===== config.mk =====
export PLATFORM = sky130hd
export DESIGN_NAME = req_ack_responder_flat
export DESIGN_NICKNAME = d
export VERILOG_FILES = /design/src/rtl/req_ack_responder_pkg.sv /design/src/rtl/req_ack_responder_if.sv /design/src/rtl/req_ack_responder_edge_det.sv /design/src/rtl/req_ack_responder.sv /design/src/flat_wrapper.sv
export SDC_FILE = /design/constraint.sdc
export NUM_CORES = 1
export LEC_CHECK = 0
export CORE_AREA = 2 2 39 41
export DETAILED_ROUTE_END_ITERATION = 8
export DIE_AREA = 0 0 41 43
export PLACE_DENSITY_LB_ADDON = 0.1
export SLEW_MARGIN = 40
export SYNTH_ARGS = -nofsm -noshare
export SYNTH_HDL_FRONTEND = slang
export SYNTH_HIERARCHICAL = 1
export SYNTH_SLANG_ARGS = --single-unit

===== constraint.sdc =====
create_clock -name clk -period 2.3 [get_ports clk]
set_clock_uncertainty 0.2 [all_clocks]
set_input_delay 0.23 -clock clk [delete_from_list [all_inputs] [get_ports clk]]
set_output_delay 0.23 -clock clk [all_outputs]
set_load 0.02 [all_outputs]

===== src/rtl/req_ack_responder_pkg.sv =====
// Shared types and sizing constants for the req/ack responder.
package req_ack_pkg;

  typedef enum logic [1:0] {
    IDLE,
    ACTIVE,
    DRAIN
  } resp_state_e;

  localparam int unsigned MAX_LATENCY = 8;
  localparam int unsigned CNT_W       = 4;

endpackage


===== src/rtl/req_ack_responder_if.sv =====
// Handshake bundle between a requester (master) and the responder (slave).
interface req_ack_responder_if;
  import req_ack_pkg::*;

  logic             en;
  logic             req;
  logic             ack;
  logic             busy;
  logic [CNT_W-1:0] pend_cnt;
  logic             err_drop;

  modport master (output en, req, input ack, busy, pend_cnt, err_drop);
  modport slave  (input en, req, output ack, busy, pend_cnt, err_drop);

endinterface


===== src/rtl/req_ack_responder_edge_det.sv =====
// Request detector: level mode passes req through, edge mode flags only a 0->1 step.
module req_edge_det #(
  parameter int unsigned EDGE_MODE = 0
) (
  input  logic req,
  input  logic req_q,
  output logic hit_c
);

  assign hit_c = (EDGE_MODE != 0) ? (req & ~req_q) : req;

endmodule


===== src/rtl/req_ack_responder.sv =====
// Responder end of the req/ack protocol: acks each accepted request LATENCY cycles later,
// bounds outstanding requests, and drains in-flight acks when disabled.
module req_ack_responder
  import req_ack_pkg::*;
#(
  parameter int unsigned LATENCY   = 1,
  parameter int unsigned MAX_OUTST = 4,
  parameter int unsigned EDGE_MODE = 0
) (
  input logic                clk,
  input logic                rst,
  req_ack_responder_if.slave bus
);

  if (LATENCY < 1 || LATENCY > MAX_LATENCY) begin : g_bad_latency
    $error("req_ack_responder: LATENCY out of range 1..8");
  end
  if (MAX_OUTST < 1 || MAX_OUTST > 15) begin : g_bad_outst
    $error("req_ack_responder: MAX_OUTST out of range 1..15");
  end

  localparam logic [CNT_W-1:0] MAX_CNT = CNT_W'(MAX_OUTST);

  resp_state_e      state, state_nxt_c;
  logic [LATENCY-1:0] dl;
  logic             req_q;
  logic [CNT_W-1:0] pend_cnt, pend_nxt_c;
  logic             busy;
  logic             err_drop;
  logic             hit_c, live_c, acc_c, retire_c, refuse_c;

  req_edge_det #(.EDGE_MODE(EDGE_MODE)) u_edge_det (
    .req   (bus.req),
    .req_q (req_q),
    .hit_c (hit_c)
  );

  // The ack leaving the delay line frees its slot on the same edge a new request may take it.
  always_comb begin
    retire_c    = dl[LATENCY-1];
    live_c      = hit_c & bus.en & (state != DRAIN);
    acc_c       = live_c & ((pend_cnt < MAX_CNT) | retire_c);
    refuse_c    = live_c & ~acc_c;
    pend_nxt_c  = pend_cnt;
    state_nxt_c = state;

    if (acc_c & ~retire_c) begin
      pend_nxt_c = pend_cnt + CNT_W'(1);
    end else if (retire_c & ~acc_c) begin
      pend_nxt_c = pend_cnt - CNT_W'(1);
    end

    case (state)
      IDLE: begin
        if (acc_c) state_nxt_c = ACTIVE;
      end
      ACTIVE: begin
        if (pend_nxt_c == '0) state_nxt_c = IDLE;
        else if (!bus.en)     state_nxt_c = DRAIN;
      end
      DRAIN: begin
        if (pend_nxt_c == '0) state_nxt_c = IDLE;
      end
      default: state_nxt_c = IDLE;
    endcase
  end

  // Delay line, counter, state and status flags; reset discards everything in flight.
  always_ff @(posedge clk or posedge rst) begin
    if (rst) begin
      state    <= IDLE;
      dl       <= '0;
      req_q    <= 1'b0;
      pend_cnt <= '0;
      busy     <= 1'b0;
      err_drop <= 1'b0;
    end else begin
      state    <= state_nxt_c;
      dl       <= LATENCY'({dl, acc_c});
      req_q    <= bus.req;
      pend_cnt <= pend_nxt_c;
      busy     <= (state_nxt_c != IDLE);
      err_drop <= refuse_c;
    end
  end

  assign bus.ack      = dl[LATENCY-1];
  assign bus.busy     = busy;
  assign bus.pend_cnt = pend_cnt;
  assign bus.err_drop = err_drop;

endmodule


===== src/flat_wrapper.sv =====
// flat-port wrapper written by rule: the top's interface ports become plain ports
module req_ack_responder_flat import req_ack_pkg::*;
#(
  parameter int unsigned LATENCY   = 1,
  parameter int unsigned MAX_OUTST = 4,
  parameter int unsigned EDGE_MODE = 0
)
  (clk, rst, bus_en, bus_req, bus_ack, bus_busy, bus_pend_cnt, bus_err_drop);
  req_ack_responder_if bus_i ();
  input logic clk;
  input logic rst;
  input wire logic [$bits(bus_i.en)-1:0] bus_en;
  input wire logic [$bits(bus_i.req)-1:0] bus_req;
  output wire logic [$bits(bus_i.ack)-1:0] bus_ack;
  output wire logic [$bits(bus_i.busy)-1:0] bus_busy;
  output wire logic [$bits(bus_i.pend_cnt)-1:0] bus_pend_cnt;
  output wire logic [$bits(bus_i.err_drop)-1:0] bus_err_drop;
  assign bus_i.en = bus_en;
  assign bus_i.req = bus_req;
  assign bus_ack = bus_i.ack;
  assign bus_busy = bus_i.busy;
  assign bus_pend_cnt = bus_i.pend_cnt;
  assign bus_err_drop = bus_i.err_drop;
  req_ack_responder #(.LATENCY(LATENCY), .MAX_OUTST(MAX_OUTST), .EDGE_MODE(EDGE_MODE)) u_core (.clk(clk), .rst(rst), .bus(bus_i));
endmodule

==> reports/results.ini, run 1 <==
[outcome]
status = finished clean

[flow_run]
drv_cap = 0

[global_route]
gr-usage-all-layers_pct = 16.28
grt_max_degree = 10
grt_pass1_wl_mm = 1.890
grt_overflow = 0
grt_pass1_vias = 440
antenna_found_initial = 0

[synthesis]
syn_area_sq_um = 578.1
syn_inst = 62
syn_avg_cell_area_sq_um = 9.323
syn_nets = 68
yosysWarnings = 6

[sta]
finalMaxSlewViolations = 0
hold_viol = 0
setup_viol = 0
period_share_pct = 87.59
max_freq_mhz = 496.4
setup_tns_ns = 0
fin_ws_ns = 0.2854
max-slew-margin-rel_pct = 76.52
period_needed_ns = 2.015
rsz0062_at_grt = no
worst_slew_pin_slew_ns = 0.3518

[clock_tree]
insertion_delay_ns = 0.26
clk_pin_slew_ns = 0.07
cts.hold.buffers_added = 0
htreeDepth = 1
cts_inserted_buffers = 3
post_cts_buffers = 0
tritoncts = yes
ctsResizeCount = 0
cts-root-buf = clkbuf_4
clockBufferDepth = 2
clkSinkCount = 9

[placement]
dpl_worst_slack_ns = 0.2091
hpwlAfterDp_um = 893.6
port-buffer-count = 10
place_area_sq_um = 676.9
place.gp.congestion = 0.8618
place_inst = 85

[floorplan]
fp.dieW_um = 41
dieArea_sq_mm = 0.001763
core_area_sq_mm = 0.001384
pin_count = 11
start_util_pct = 41.77
row_count = 14
die_y_um = 43

[routing]
route.detailed.drc = 0
wl_mm = 1.199
vias_per_cell = 5.236
wl_per_cell_um = 13.47
drt_first_pass_iters = 4
via_count = 466
drtAntennaViolNets = 0
initialDrtViolationCount = 7

[critical_path]
crit_type = flop to flop
rr_startpoint = u_core/bus.pend_cnt[0]$_DFF_PP0_
max_stage_delay_ns = 0.48
reg2reg_to = u_core/bus.busy$_DFF_PP0_
r2r_slack_ns = 0.29
worst_setup_path_end_kind = flop
startpoint_type = flop
cp_slowest_cell = dfrtp_1
cp_cell_sequence = inv_1, ha_1, nor3_1, a221oi_2, nor4_2, o21ai_1
path_max_fanout = 7
ff2ff_path_depth = 6
cp.arrival_ns = 1.95
required_ns = 2.24

[final_layout]
stdcell_area_sq_um = 703.2
antennaDiodeCount = 0
fill_cells = 129
drive_gt1_share_pct = 13.70
multi_input_area_sq_um = 309.0
final_cell_mix = 10 x clkdlybuf4s50_1, 9 x dfrtp_1, 5 x nor2_1
stdcell_count = 89
nets = 80
final_common_cell = clkdlybuf4s50_1
area_growth_pct = 21.65
layout.area.seq_sq_um = 225.2

[power_and_ir_drop]
vdd_drop_max_mv = 0.3010
p_leak_nw = 0.2834
power.density_mw_per_mm2 = 420.7

[hold_path]
hold_path_class = input pin to asynchronous set/reset pin

==> registers in the layout, summed over array words and instances, names as in the netlist <==
register / flops
u_core/bus.pend_cnt: 4
u_core/state: 2
u_core/bus.ack: 1
u_core/bus.busy: 1
u_core/bus.err_drop: 1
==> worst max-delay path by stage <==
stage | start | to | slack, ns | depth (start not counted)
global route | u_core/bus.pend_cnt[0]$_DFF_PP0_ | u_core/bus.busy$_DFF_PP0_ | 0.14 | 6
CTS | u_core/bus.pend_cnt[0]$_DFF_PP0_ | u_core/bus.busy$_DFF_PP0_ | 0.29 | 6
finish | u_core/bus.pend_cnt[0]$_DFF_PP0_ | u_core/bus.busy$_DFF_PP0_ | 0.29 | 6
detailed placement | bus_en | u_core/bus.busy$_DFF_PP0_ | 0.21 | 6
floorplan | u_core/bus.pend_cnt[0]$_DFF_PP0_ | u_core/bus.busy$_DFF_PP0_ | 0.35 | 6
global placement | bus_en | u_core/bus.busy$_DFF_PP0_ | 0.23 | 6
==> where the power goes <==
group / internal [W] / switching (W) / leakage [nW]
clock network: 0.0000670 / 0.0000600 / 0.0150
registers: 0.000158 / 0 / 0.105
logic: 0.00000499 / 0.00000557 / 0.164
total: 0.000230 / 0.0000656 / 0.283
==> cell type report <==
class	count	area share, %
inverter	4	2.135
sequential	9	32.03
multi-input combinational	45	43.95
timing repair buffer	11	15.30
clock buffer	4	3.737
tap	16	2.847
==> routing by layer <==
metal	GRT usage, %	part of all wire [%]	wire length [um]
met1	19.74	47	568
met2	25.00	49	590
met3	3.141	2.8	33
met4	10.00	0.50	6
met5	0	0	0
==> metrics by stage <==
step	hold WS (ns)	total power, W	util, %
floorplan	-0.1421	0.0001674	-
global placement	0.3225	0.0001720	48.92
detailed placement	0.3219	0.0001722	48.92
CTS	0.02597	0.0003033	50.81
global route	0.07251	0.0003091	50.81
finish	0.02070	0.0002958	50.81
==> worst max-delay path: cells and delay by family, from the launching register on <==
family | cells | cell delay (ns)
fa+ha+maj | 1 | 0.31
compound gates | 2 | 0.22
buf+inv | 1 | 0.12
flops | 1 | 0.48
simple gates | 2 | 0.56
Power figures use the tool's default switching activity.
==> inputs of run 2 (changes only) <==
--- a/config.mk
+++ b/config.mk
@@ -5,11 +5,10 @@
 export SDC_FILE = /design/constraint.sdc
 export NUM_CORES = 1
 export LEC_CHECK = 0
-export CORE_AREA = 2 2 39 41
+export CORE_UTILIZATION = 45
 export DETAILED_ROUTE_END_ITERATION = 8
-export DIE_AREA = 0 0 41 43
 export PLACE_DENSITY_LB_ADDON = 0.1
-export SLEW_MARGIN = 40
+export SLEW_MARGIN = 20
 export SYNTH_ARGS = -nofsm -noshare
 export SYNTH_HDL_FRONTEND = slang
 export SYNTH_HIERARCHICAL = 1
==> run 2 against run 1 <==
Largest power group unchanged. Critical path depth stayed put. Clock power down 5%. Register-to-register slack barely moved. Global-route usage is 2.6 points higher.
==> reports/results.ini, run 2 (synthesized netlist as in run 1, its figures left out) <==
[floorplan]
core_area_sq_mm = 0.001156
fp.dieW_um = 37.84
dieArea_sq_mm = 0.001432
row_count = 12
die_y_um = 37.84
pin_count = 11
start_util_pct = 50.00

[critical_path]
ff2ff_path_depth = 6
crit_type = flop to flop
cp.arrival_ns = 1.94
worst_setup_path_end_kind = flop
path_max_fanout = 7
required_ns = 2.23
startpoint_type = flop

[global_route]
grt_pass1_vias = 429
antenna_found_initial = 0
grt_overflow = 0
gr-usage-all-layers_pct = 18.93
grt_pass1_wl_mm = 1.780
grt_max_degree = 11

[placement]
hpwlAfterDp_um = 841.6
place_inst = 83
place.gp.congestion = 0.8468
port-buffer-count = 10

[sta]
period_needed_ns = 2.016
finalMaxSlewViolations = 0
max_freq_mhz = 496.1
setup_tns_ns = 0
hold_viol = 0
whs_ns = 0.04069
max-slew-margin-rel_pct = 76.26
rsz0062_at_grt = no
setup_viol = 0
period_share_pct = 87.64
worst_slew_pin_slew_ns = 0.3558

[routing]
vias_per_cell = 5.437
wl_per_cell_um = 12.80
drt_first_pass_iters = 4
wl_mm = 1.114
via_count = 473
route.detailed.drc = 0
initialDrtViolationCount = 14
drtAntennaViolNets = 0

[clock_tree]
post_cts_buffers = 0
htreeDepth = 1
clockBufferDepth = 2
ctsResizeCount = 0
tritoncts = yes
insertion_delay_ns = 0.25
clk_pin_slew_ns = 0.06
cts.hold.buffers_added = 0
cts-root-buf = clkbuf_4
cts_inserted_buffers = 3
clkSinkCount = 9

[outcome]
status = finished clean

[power_and_ir_drop]
power.density_mw_per_mm2 = 413.9
p_leak_nw = 0.2834
vdd_drop_max_mv = 0.2292

[final_layout]
final_common_cell = clkdlybuf4s50_1
area_growth_pct = 21.21
largest_reg_flops = 4
fin_util_pct = 60.61
nets = 80
top_register = u_core/bus.pend_cnt
stdcell_count = 87
final_cell_mix = 10 x clkdlybuf4s50_1, 9 x dfrtp_1, 5 x nor2_1
top_regs = u_core/bus.pend_cnt x4, u_core/state x2
drive_gt1_share_pct = 13.70
antennaDiodeCount = 0

[hold_path]
hold_path_class = input pin to asynchronous set/reset pin

[flow_run]
drv_cap = 0

run 2: cell counts in the layout (fill, tap and decap cells not counted):
No cell type changed its count.
run 2: final timing paths:
| path | startpoint | end | slack [ns] |
|---|---|---|---|
| worst max-delay path | u_core/bus.pend_cnt[0]$_DFF_PP0_ | u_core/state[0]$_DFF_PP0_ | 0.28 |
| worst min-delay path | rst | u_core/bus.pend_cnt[3]$_DFF_PP0_ | 0.04 |
| worst max register to register | u_core/bus.pend_cnt[0]$_DFF_PP0_ | u_core/state[0]$_DFF_PP0_ | 0.28 |
| worst min register to register | u_core/bus.pend_cnt[3]$_DFF_PP0_ | u_core/bus.pend_cnt[3]$_DFF_PP0_ | 0.40 |
| max in group asynchronous | rst | u_core/state[0]$_DFF_PP0_ | 1.60 |
| min in group clk | u_core/bus.pend_cnt[3]$_DFF_PP0_ | u_core/bus.pend_cnt[3]$_DFF_PP0_ | 0.40 |
run 2: cell type report:
cell class | count | area (sq um)
Clock buffer | 4 | 26.28
Fill cell | 115 | 455.4
Inverter | 4 | 15.01
Multi-Input combinational cell | 45 | 309.0
Sequential cell | 9 | 225.2
Tap cell | 14 | 17.52
Timing Repair Buffer | 11 | 107.6
run 2: power by group:
part	internal (W)	leakage [nW]	switching [W]
clock network	0.0000668	0.0150	0.0000541
registers	0.000158	0.105	0
logic	0.00000500	0.164	0.00000590
total	0.000230	0.283	0.0000600
run 2: worst max-delay path: stages, from the launching register on:
cell and delay, ns:
dfrtp_1 0.44, ha_1 0.25, nor4b_1 0.25, o211ai_1 0.13
nor2b_1 0.17, nor4_2 0.33, o21ai_1 0.12
run 2: stage by stage:
step                      instance area [sq um]  setup slack (ns)  total power, W
after detailed placement                  674.4            0.1629       0.0001723
after global routing                      700.7            0.1297       0.0003082
final                                     700.7            0.2843       0.0002900
after CTS                                 700.7            0.3184       0.0002941
after floorplan                           578.1            0.3489       0.0001674
after global placement                    674.4            0.2201       0.0001722
run 2: per-layer routing:
layer	vias up	global-route usage, %	wire [um]
met5	-	0	0
met4	0	10.71	0
met3	0	5.357	75
met2	20	25.86	458
met1	214	26.20	580
li1	239	-	-
==> inputs of run 3 (changes only) <==
==> constraint.sdc (replaced) <==
create_clock -name clk -period 2.3 [get_ports clk]
set_clock_uncertainty 0.2 [all_clocks]
set_input_delay 0.46 -clock clk [delete_from_list [all_inputs] [get_ports clk]]
set_output_delay 0.46 -clock clk [all_outputs]
set_load 0.02 [all_outputs]
==> run 3 against run 2 <==
Largest power group unchanged. Die area unchanged. Worst setup slack got worse by 0.021 ns. Non-clock buffer count rose by 1. Power is essentially flat. Flip-flop and latch count unchanged. Register-to-register slack is essentially flat. Sequential share of layout area shrank 0.34 points. First-iteration DRC count rose by 43%.
==> reports/results.ini, run 3 (synthesized netlist as in run 1, its figures left out) <==
[global_route]
grt_max_degree = 11
antenna_found_initial = 0
grt_overflow = 0
grt_pass1_wl_mm = 1.966
grt_pass1_vias = 426
gr-usage-all-layers_pct = 21.50

[floorplan]
fp.dieW_um = 37.84
core_area_sq_mm = 0.001156
dieArea_sq_mm = 0.001432
die_y_um = 37.84
start_util_pct = 50.00
pin_count = 11
row_count = 12

[routing]
route.detailed.drc = 0
wl_mm = 1.118
via_count = 492
drtAntennaViolNets = 0
initialDrtViolationCount = 20
vias_per_cell = 5.591
wl_per_cell_um = 12.70
drt_first_pass_iters = 4

[power_and_ir_drop]
power.density_mw_per_mm2 = 409.3
p_leak_nw = 0.2882
vdd_drop_max_mv = 0.2016

[final_layout]
final_cell_mix = 10 x clkdlybuf4s50_1, 9 x dfrtp_1, 5 x nor2_1
largest_reg_flops = 4
drive_gt1_share_pct = 14.86
top_register = u_core/bus.pend_cnt
stdcell_area_sq_um = 708.2
nets = 81
area_growth_pct = 22.51
antennaDiodeCount = 0
stdcell_count = 88
final_common_cell = clkdlybuf4s50_1
top_regs = u_core/bus.pend_cnt x4, u_core/state x2

[sta]
period_needed_ns = 2.036
max_freq_mhz = 491.1
period_share_pct = 88.53
max-slew-margin-rel_pct = 77.24
worst_slew_pin_slew_ns = 0.3410
hold_viol = 0
rsz0062_at_grt = no
finalMaxSlewViolations = 0
whs_ns = 0.2651
setup_viol = 0
setup_tns_ns = 0
fin_ws_ns = 0.2638

[clock_tree]
cts.hold.buffers_added = 0
cts_inserted_buffers = 3
htreeDepth = 1
clockBufferDepth = 2
clkSinkCount = 9
clk_pin_slew_ns = 0.06
ctsResizeCount = 0
cts-root-buf = clkbuf_4
insertion_delay_ns = 0.26
tritoncts = yes
post_cts_buffers = 0

[placement]
port-buffer-count = 10
place.gp.congestion = 0.8236
hpwlAfterDp_um = 838.5
dpl_worst_slack_ns = -0.002655
place_area_sq_um = 681.9
place_inst = 84

[critical_path]
reg2reg_to = u_core/state[0]$_DFF_PP0_
required_ns = 2.23
cp.arrival_ns = 1.97
rr_startpoint = u_core/bus.pend_cnt[0]$_DFF_PP0_
path_max_fanout = 7
r2r_slack_ns = 0.28
startpoint_type = input pin
crit_type = input pin to flop
ff2ff_path_depth = 6
worst_setup_path_end_kind = flop

[hold_path]
hold_path_class = input pin to asynchronous set/reset pin

[outcome]
status = finished clean

[flow_run]
drv_cap = 0

-- run 3: changes by cell type in the layout (fill, tap and decap cells not counted), sizes merged --
cell  change
buf       +1
-- run 3: how the worst max path moves through the flow --
stage / end / from / slack [ns]
after global placement: u_core/bus.busy$_DFF_PP0_ / bus_en / 0.03
after global routing: u_core/bus.busy$_DFF_PP0_ / u_core/bus.pend_cnt[0]$_DFF_PP0_ / 0.13
after detailed placement: u_core/state[0]$_DFF_PP0_ / bus_en / -0.003
final: u_core/state[0]$_DFF_PP0_ / bus_en / 0.26
after CTS: bus_pend_cnt[3] / u_core/bus.pend_cnt[3]$_DFF_PP0_ / 0.27
after floorplan: u_core/bus.busy$_DFF_PP0_ / u_core/bus.pend_cnt[0]$_DFF_PP0_ / 0.35
-- run 3: cell type report --
| type | instances | area, sq um |
|---|---|---|
| inverter | 4 | 15.01 |
| clock buffer | 4 | 26.28 |
| multi-input combinational | 45 | 309.0 |
| tap | 14 | 17.52 |
| sequential | 9 | 225.2 |
| fill | 94 | 447.9 |
| timing repair buffer | 12 | 115.1 |
-- run 3: routing by layer --
metal	part of all wire, %	routed length, um	global-route usage (%)	vias up
met1	50	560	28.73	233
met3	5.0	56	7.143	4
li1	-	-	-	237
met5	0	0	0	-
met4	1.1	12	13.39	0
met2	44	487	29.31	18
-- run 3: through the flow --
step / total power (W) / utilization, %
CTS: 0.0002960 / 61.26
finish: 0.0002899 / 61.26
global route: 0.0003067 / 61.26
floorplan: 0.0001674 / -
detailed placement: 0.0001732 / 58.98
global placement: 0.0001731 / 58.98
-- run 3: power breakdown --
group	switching, W	total (W)	internal, W	leakage (nW)
Combinational	0.00000577	0.0000118	0.00000602	0.168
Clock	0.0000530	0.000120	0.0000667	0.0150
Sequential	0	0.000158	0.000158	0.105
Total	0.0000588	0.000290	0.000231	0.288
-- run 3: critical path, cell delays in order --
cell             delay (ns)
clkdlybuf4s50_1        0.47
and2_1                 0.27
and2_4                 0.21
a221oi_2               0.07
nor4_2                 0.37
o21ai_1                0.12
